==> config.mk <==
export PLATFORM = sky130hd
export DESIGN_NAME = hazard_scoreboard
export DESIGN_NICKNAME = d
export VERILOG_FILES = /design/src/rtl/hazard_pkg.sv /design/src/rtl/hazard_fwd_sel.sv /design/src/rtl/hazard_scoreboard.sv
export SDC_FILE = /design/constraint.sdc
export NUM_CORES = 1
export LEC_CHECK = 0
export BUFFER_PORTS_ARGS = -buffer_cell sky130_fd_sc_hd__buf_2
export CAP_MARGIN = 10
export CELL_PAD_IN_SITES_DETAIL_PLACEMENT = 2
export CELL_PAD_IN_SITES_GLOBAL_PLACEMENT = 2
export CORE_UTILIZATION = 31
export DETAILED_ROUTE_END_ITERATION = 8
export PLACE_DENSITY = 0.88
export SETUP_SLACK_MARGIN = 0.15
export SLEW_MARGIN = 10
export SYNTH_ARGS = -nofsm -noshare
export SYNTH_HDL_FRONTEND = slang
export SYNTH_HIERARCHICAL = 1
export SYNTH_SLANG_ARGS = --single-unit
==> constraint.sdc <==
create_clock -name clk -period 2.4 [get_ports clk]
set_clock_uncertainty 0.05 [all_clocks]
set_input_delay 0.12 -clock clk [delete_from_list [all_inputs] [get_ports clk]]
set_output_delay 0.12 -clock clk [all_outputs]
set_load 0.01 [all_outputs]
==> src/rtl/hazard_pkg.sv <==
// rtl/hazard_pkg.sv - shared forward codes and result-source encodings for the hazard unit
package hazard_pkg;

  localparam logic [1:0] FWD_RF = 2'b00;
  localparam logic [1:0] FWD_W  = 2'b01;
  localparam logic [1:0] FWD_M  = 2'b10;
  localparam logic [1:0] FWD_MC = 2'b11;

  localparam logic [1:0] RESULT_LOAD = 2'b01;

endpackage

==> src/rtl/hazard_fwd_sel.sv <==
// rtl/hazard_fwd_sel.sv - single-operand forward source priority (M, then W, then multi-cycle port)
module hazard_fwd_sel
  import hazard_pkg::*;
#(
  parameter int REG_AW = 5
) (
  input  logic [REG_AW-1:0] rs_i,
  input  logic [REG_AW-1:0] rd_m_i,
  input  logic              reg_write_m_i,
  input  logic [REG_AW-1:0] rd_w_i,
  input  logic              reg_write_w_i,
  input  logic              mc_wb_valid_i,
  input  logic [REG_AW-1:0] mc_wb_rd_i,
  output logic [1:0]        fwd_o
);

  always_comb begin
    fwd_o = FWD_RF;
    if (rs_i != '0) begin
      if (reg_write_m_i && (rd_m_i == rs_i)) begin
        fwd_o = FWD_M;
      end else if (reg_write_w_i && (rd_w_i == rs_i)) begin
        fwd_o = FWD_W;
      end else if (mc_wb_valid_i && (mc_wb_rd_i == rs_i)) begin
        fwd_o = FWD_MC;
      end
    end
  end

endmodule

==> src/rtl/hazard_scoreboard.sv <==
// rtl/hazard_scoreboard.sv - pipeline hazard control with a scoreboard for the decoupled multi-cycle unit
module hazard_scoreboard
  import hazard_pkg::*;
#(
  parameter int REG_AW = 5,
  parameter int CNT_W  = 16
) (
  input  logic              clk,
  input  logic              rst_n,
  input  logic [REG_AW-1:0] Rs1D,
  input  logic [REG_AW-1:0] Rs2D,
  input  logic [REG_AW-1:0] RdD,
  input  logic              RegWriteD,
  input  logic [REG_AW-1:0] Rs1E,
  input  logic [REG_AW-1:0] Rs2E,
  input  logic [REG_AW-1:0] RdE,
  input  logic [1:0]        ResultSrcE,
  input  logic              PCSrcE,
  input  logic              McIssueE,
  input  logic [REG_AW-1:0] RdM,
  input  logic [REG_AW-1:0] RdW,
  input  logic              RegWriteM,
  input  logic              RegWriteW,
  input  logic              McWbValid,
  input  logic [REG_AW-1:0] McWbRd,
  output logic              StallF,
  output logic              StallD,
  output logic              StallE,
  output logic              FlushD,
  output logic              FlushE,
  output logic              FlushM,
  output logic [1:0]        ForwardAE,
  output logic [1:0]        ForwardBE,
  output logic              McAcceptE,
  output logic              McBusy,
  output logic [CNT_W-1:0]  StallCount
);

  localparam int NUM_REGS = 1 << REG_AW;

  logic [NUM_REGS-1:0] pend_q, pend_d;
  logic                busy_q, busy_d;
  logic [CNT_W-1:0]    cnt_q, cnt_d;

  logic lw_stall, sb_stall, struct_stall;
  logic raw1, raw2, waw;

  hazard_fwd_sel #(.REG_AW(REG_AW)) u_fwd_a (
    .rs_i          (Rs1E),
    .rd_m_i        (RdM),
    .reg_write_m_i (RegWriteM),
    .rd_w_i        (RdW),
    .reg_write_w_i (RegWriteW),
    .mc_wb_valid_i (McWbValid),
    .mc_wb_rd_i    (McWbRd),
    .fwd_o         (ForwardAE)
  );

  hazard_fwd_sel #(.REG_AW(REG_AW)) u_fwd_b (
    .rs_i          (Rs2E),
    .rd_m_i        (RdM),
    .reg_write_m_i (RegWriteM),
    .rd_w_i        (RdW),
    .reg_write_w_i (RegWriteW),
    .mc_wb_valid_i (McWbValid),
    .mc_wb_rd_i    (McWbRd),
    .fwd_o         (ForwardBE)
  );

  // A writeback retiring the same register this cycle is bypassed, so it must not stall.
  always_comb begin
    raw1 = pend_q[Rs1D] && !(McWbValid && (McWbRd == Rs1D));
    raw2 = pend_q[Rs2D] && !(McWbValid && (McWbRd == Rs2D));
    waw  = RegWriteD && pend_q[RdD] && !(McWbValid && (McWbRd == RdD));
    sb_stall     = raw1 || raw2 || waw;
    lw_stall     = (ResultSrcE == RESULT_LOAD) && (RdE != '0) &&
                   ((Rs1D == RdE) || (Rs2D == RdE));
    struct_stall = McIssueE && busy_q && !McWbValid;
  end

  always_comb begin
    StallF    = 1'b0;
    StallD    = 1'b0;
    StallE    = 1'b0;
    FlushD    = 1'b0;
    FlushE    = 1'b0;
    FlushM    = 1'b0;
    McAcceptE = McIssueE && !struct_stall && !PCSrcE;
    if (struct_stall) begin
      StallF = 1'b1;
      StallD = 1'b1;
      StallE = 1'b1;
      FlushM = 1'b1;
    end else begin
      StallF = lw_stall || sb_stall;
      StallD = lw_stall || sb_stall;
      FlushE = lw_stall || sb_stall || PCSrcE;
      FlushD = PCSrcE;
    end
  end

  always_comb begin
    pend_d = pend_q;
    busy_d = busy_q;
    cnt_d  = cnt_q;
    if (McWbValid) begin
      pend_d[McWbRd] = 1'b0;
      busy_d         = 1'b0;
    end
    // Set after clear so a new issue to the retiring register keeps it pending.
    if (McAcceptE) begin
      if (RdE != '0) begin
        pend_d[RdE] = 1'b1;
      end
      busy_d = 1'b1;
    end
    pend_d[0] = 1'b0;
    if (StallF && (cnt_q != {CNT_W{1'b1}})) begin
      cnt_d = cnt_q + 1'b1;
    end
  end

  always_ff @(posedge clk or negedge rst_n) begin
    if (!rst_n) begin
      pend_q <= '0;
      busy_q <= 1'b0;
      cnt_q  <= '0;
    end else begin
      pend_q <= pend_d;
      busy_q <= busy_d;
      cnt_q  <= cnt_d;
    end
  end

  assign McBusy     = busy_q;
  assign StallCount = cnt_q;

endmodule

Word-level counts from Yosys, hierarchy flattened
Index checks and enable logic that the tools add are counted.
{ "word_totals": {"ram_bits": 0, "latchBits": 0, "in_bits": 55, "out_inout_bits": 28, "memories": 0, "rom_bits": 0, "wordCells": 91, "regBits": 48} }
{ "classes": {"div_mod_pow": 0, "n_mux": 27, "n_mul": 0, "order_cmp": 7, "bitwise": 3, "reduce_logical": 37, "eq_ne": 13, "n_shift": 0, "n_addsub": 1} }
{ "op_table": {"columns": ["op", "n"], "rows": [
  ["two-way mux 32 bit", 3],
  ["== test 5 bit", 11],
  ["AND 32 bit", 1],
  ["inverter 32 bit", 1],
  ["OR 32 bit", 1],
  ["< comparator 5 x 6 -> 1 bit, second input constant", 5],
  ["logical AND 1 bit", 22],
  ["adder 16 x 1 -> 16 bit, second input constant", 1],
  ["two-way mux 2 bit", 8],
  ["inequality test 16 bit, second input constant", 1],
  ["binary-select mux 1 bit (select 5 bit)", 3],
  ["nonzero test 5 bit", 3],
  ["two-way mux 1 bit", 11],
  ["demux 1 bit (select 5 bit)", 2],
  ["greater-or-equal comparator 5 x 1 -> 1 bit, second input constant", 2],
  ["zero test 1 bit", 6],
  ["logical OR 1 bit", 5],
  ["== test 2 x 1 -> 1 bit, second input constant", 1],
  ["nonzero test 2 bit", 1]
]} }

Logic depth before layout (Yosys ltp)
{ "depth": {"ltp_word": 10, "depth_mapped": 10, "depth_no_buf": 8} }

Cells and area by module
The synthesis kept the hierarchy.
{ "modules_own_cells": {"columns": ["mod", "area_each_um2", "cells_each", "n_inst", "seq_area_each_um2"], "rows": [
  ["hazard_scoreboard", 3369.5, 338, 1, 1201.2],
  ["hazard_fwd_sel", 226.5, 28, 2, 0.0]
]} }

Least setup slack after synthesis
No wires, ideal clock.
{ "synth_path": {"kind": "flip-flop to flip-flop", "startpoint": "register pend_q[9]", "endpoint": "register cnt_q[12], in the netlist StallCount[12]", "path_stages_with_launch": 8, "required_ns": 2.222, "path_buffers": 0, "arrival_time_ns": 2.332, "period_less_slack_ns": 2.509, "slack_ns": -0.109, "setup_ns": 0.128, "path_cell_list": "dfrtp_1 mux4_1 mux2_4 a211oi_2 o211ai_2 nor4_4 nor4b_1 mux2_1"} }
{ "synth_between": {"elab_chain_len": 8, "elab_cells_between_ends": 15, "cone_classes": "7 x mux; 8 x reduce/logical"} }
{ "synth_lines": {"columns": ["element", "line_no", "rtl"], "rows": [
  ["from (decl)", "hazard_scoreboard.sv:41", "logic [NUM_REGS-1:0] pend_q, pend_d;"],
  ["from (signal assigned)", "hazard_scoreboard.sv:129", "pend_q <= pend_d;"],
  ["binary-select mux 1 bit (select 5 bit) (on tied branches)", "hazard_scoreboard.sv:72, hazard_scoreboard.sv:73, hazard_scoreboard.sv:74", null],
  ["two-way mux 1 bit (on tied branches)", "hazard_scoreboard.sv:72, hazard_scoreboard.sv:73, hazard_scoreboard.sv:74", null],
  ["logical AND 1 bit (on tied branches)", "hazard_scoreboard.sv:72, hazard_scoreboard.sv:73, hazard_scoreboard.sv:74", null],
  ["logical OR 1 bit / logical AND 1 bit (equally long branches)", "hazard_scoreboard.sv:75, hazard_scoreboard.sv:74", null],
  ["logical OR 1 bit *", "hazard_scoreboard.sv:75", "sb_stall = raw1 || raw2 || waw;"],
  ["logical OR 1 bit *", "hazard_scoreboard.sv:95", "StallF = lw_stall || sb_stall;"],
  ["two-way mux 1 bit *", "hazard_scoreboard.sv:89", "if (struct_stall) begin"],
  ["logical AND 1 bit *", "hazard_scoreboard.sv:118", "if (StallF && (cnt_q != {CNT_W{1'b1}})) begin"],
  ["to (signal assigned)", "hazard_scoreboard.sv:131", "cnt_q <= cnt_d;"],
  ["to (decl)", "hazard_scoreboard.sv:43", "logic [CNT_W-1:0] cnt_q, cnt_d;"]
]} }
Every way passes the cells marked *; elsewhere a longest branch is shown, timed or not. The select of a mux whose other input is x is not followed.
A chain may end at the register's enable or synchronous reset.

Final worst setup path
{ "layout_path": {"startpoint": "register pend_q[14]", "endpoint": "output port StallD"} }
{ "layout_between": {"elab_chain_len": 7, "elab_cells_between_ends": 14, "cone_classes": "7 x mux; 7 x reduce/logical"} }
{ "layout_lines": {"columns": ["element", "line_no", "rtl"], "rows": [
  ["binary-select mux 1 bit (select 5 bit) (on tied branches)", "hazard_scoreboard.sv:72, hazard_scoreboard.sv:73, hazard_scoreboard.sv:74", null],
  ["two-way mux 1 bit (on tied branches)", "hazard_scoreboard.sv:72, hazard_scoreboard.sv:73, hazard_scoreboard.sv:74", null],
  ["logical AND 1 bit (on tied branches)", "hazard_scoreboard.sv:72, hazard_scoreboard.sv:73, hazard_scoreboard.sv:74", null],
  ["logical OR 1 bit / logical AND 1 bit (equally long branches)", "hazard_scoreboard.sv:75, hazard_scoreboard.sv:74", null],
  ["logical OR 1 bit *", "hazard_scoreboard.sv:75", null],
  ["logical OR 1 bit *", "hazard_scoreboard.sv:96", "StallD = lw_stall || sb_stall;"],
  ["two-way mux 1 bit *", "hazard_scoreboard.sv:89", null],
  ["to (decl)", "hazard_scoreboard.sv:27", "output logic StallD,"]
]} }
Marked as above.

==> impl_metrics.yaml <==
grt:
  grt_pass1_vias: 4511
  grt_pass1_wl_mm: 27.59
  grt_antenna_before_repair: 0
  track_usage_pct: 29.05
  grt_start_max_net_pins: 49
  grt_overflow: 0
floorplan:
  dieArea_um2: 12780
  start_util_pct: 31.82
  dieWidth_um: 113.0
  die_height_um: 113.0
  core_um2: 12010
  io_pins: 83
  rows: 40
sta:
  tightest_slew_ns: 0.6060
  setup_viol: 19
  drv_slew: 0
  fmax_mhz: 356.4
  setup_slack_ns: -0.4055
  finalCriticalPeriod_ns: 2.805
  rsz0062_at_grt: "yes"
  hold_violations: 0
  fin_crit_sh_pct: 116.9
  max_slew_margin_pct: 59.48
drt:
  vias_per_cell: 6.211
  first_pass_iters: 4
  drtAntennaViolNets: 0
  routedWlPerCell_um: 28.05
  dr.first_iter.drc_count: 254
  drt_wl_total_mm: 18.48
  vias: 4093
  drc: 0
placed_design:
  dp_slack_ns: -0.3574
  dp_hpwl_mm: 12.71
  io_buffers: 82
  gp_congestion: 0.8756
  dp_cells: 644
logic_synthesis:
  yosysSeqAreaShare_pct: 31.42
  ys_seq_elements: 48
  synth_cell_types: 51
  synth-main-ff-cell: "dfrtp_1"
  syn_area_per_cell_um2: 9.702
  postSynthCellCount: 394
  synth_area_um2: 3822
  synth_edf_count: 0
  syn_nets: 450
  yosysWarnings: 6
  ys_async_sr_fraction_pct: 100.0
layout:
  fin_cells: 659
  final_cell_mix: "buf_2, o21ai_0, dfrtp_1, xor2_1, buf_4"
  drive_gt1_share_pct: 37.30
  antenna_cells: 0
  nets: 567
  syn_to_final_growth_pct: 31.13
  final_common_cell: "buf_2"
setup_path:
  slowest_stage: "mux4_2"
  cp.required_ns: 2.23
  max_stage_delay_ns: 0.49
  crit_chain: "mux4_2, mux2_4, a211oi_2, o211ai_2, nor4_4, buf_12, buf_12, inv_4, buf_6"
  cp_max_fo: 4
  crit_type: "reg -> out"
  critPathLaunchType: "flop"
  arrival_ns: 2.64
  endpoint_kind: "output port"
  critical_path.most_common_cell: "buf_12"
pwr:
  power_density_nw_per_um2: 658.2
  ir_drop_uv: 279.1
  p_leak_nw: 2.152
clocking:
  cts_buffers: 5
  cts_root_buf: "clkbuf_16"
  clk_latency_ns: 0.31
  cts_num_sinks: 48
  path_clk_slew_ns: 0.07
  clock_path_buffers: 2
  cts_tree: "built"
  ctsHtreeMaxLevel: 2
run:
  cap_viol_max_count: 0
worst_hold_path:
  hold_class: "in -> reg"
run_status:
  status: "complete, but fails checks"
  violations: "setup timing"
## layer usage
layer / vias to the layer above / part of all wire, % / GRT usage (%)
li1: 1696 / - / -
met4: 0 / 4.8 / 16.49
met3: 68 / 5.4 / 3.642
met2: 213 / 52 / 52.80
met1: 2116 / 38 / 32.79
met5: - / 0 / 0
## where the power goes
group          switching (mW)  internal [mW]  leakage (nW)
combinational           0.715          0.600          1.47
clock                   0.347          0.418        0.0772
sequential              0.225          0.994         0.609
total                    1.29           2.01          2.15
## synthesized netlist by cell type, drive strengths merged (3+ instances only)
master | n | area share, %
buf | 11 | 1.9
and3 | 6 | 1.0
xor2 | 48 | 11
inv | 5 | 0.49
mux2i | 10 | 2.6
mux2 | 10 | 3.0
nor4b | 3 | 0.69
a21oi | 3 | 0.39
nand4 | 6 | 0.98
nand2 | 14 | 1.4
clkbuf | 13 | 1.3
nor3 | 13 | 1.7
nor2 | 10 | 1.0
nand3b | 12 | 2.4
nor2b | 10 | 1.6
nand3 | 20 | 2.6
nor4 | 16 | 3.5
or3b | 4 | 0.92
nor3b | 5 | 0.98
o21ai | 66 | 8.6
dfrtp | 48 | 31
xnor2 | 20 | 4.6
a221oi | 5 | 1.5
mux4 | 16 | 9.8
## flip-flops by register name, summed over array words and instances, names as in the netlist
register    count
pend_q         31
McBusy          1
StallCount     16
## layout make-up
type	count	area (µm²)
repair buffers	134	882.1
clock buffers	6	138.9
fillers	1270	6999
clock inverters	2	13.76
inverters	5	21.27
multi-input cells	317	2571
flip-flops and latches	48	1201
well taps	147	183.9
## worst max-delay path, delay by kind of cell, from the launching register on
kind | cells | cell delay [ns]
multiplexers | 2 | 0.77
buffers and inverters | 4 | 0.40
AO/OA/AOI/OAI | 2 | 0.37
flip-flops | 1 | 0.43
AND/OR/NAND/NOR | 1 | 0.36
## worst paths after layout
path | from | depth (start not counted) | to | slack, ns
worst min register to register | StallCount[7]$_DFFE_PN0P_ | 1 | StallCount[7]$_DFFE_PN0P_ | 0.47
min in group asynchronous | rst_n | 2 | StallCount[9]$_DFFE_PN0P_ | 0.23
worst max-delay path | pend_q[14]$_DFF_PN0_ | 9 | StallD | -0.41
max in group asynchronous | rst_n | 3 | pend_q[2]$_DFF_PN0_ | 1.54
worst max register to register | pend_q[14]$_DFF_PN0_ | 9 | StallCount[14]$_DFFE_PN0P_ | -0.40
worst min-delay path | McIssueE | 3 | McBusy$_DFFE_PN0P_ | 0.13
## cells by family after synthesis
family | after synthesis | share of synthesized area [%]
and+or+nand+nor | 127 | 20.36
AOI/OAI and AO/OA | 85 | 13.13
xor gates and xnor gates | 68 | 15.58
DFF | 48 | 31.42
muxes | 36 | 15.48
buffers and inverters | 29 | 3.698
adders and majority gates | 1 | 0.3273
## through the flow
step / util, % / instance area, µm² / hold WS, ns / power, mW / setup TNS, ns
global placement: 39.10 / 4697 / 0.3166 / 2.262 / -1.605
detailed placement: 39.10 / 4697 / 0.3487 / 2.384 / -5.184
finish: 41.73 / 5012 / 0.1276 / 3.299 / -6.115
CTS: 41.33 / 4965 / 0.03077 / 3.226 / -4.453
floorplan: - / 3837 / -0.2256 / 1.796 / -0.8095
global route: 41.73 / 5012 / 0.1642 / 3.410 / -7.297
## timing repair
action | 4_1_cts | 5_1_grt
endpoints found under the hold margin | 0 | 13
hold buffers | 0 | 1
buffers inserted | 5 | 0
setup endpoints to repair | 19 | 19
pin swaps | 4 | 2
gates resized for setup | 16 | 2
No activity file was read; power rests on OpenSTA's default activity.
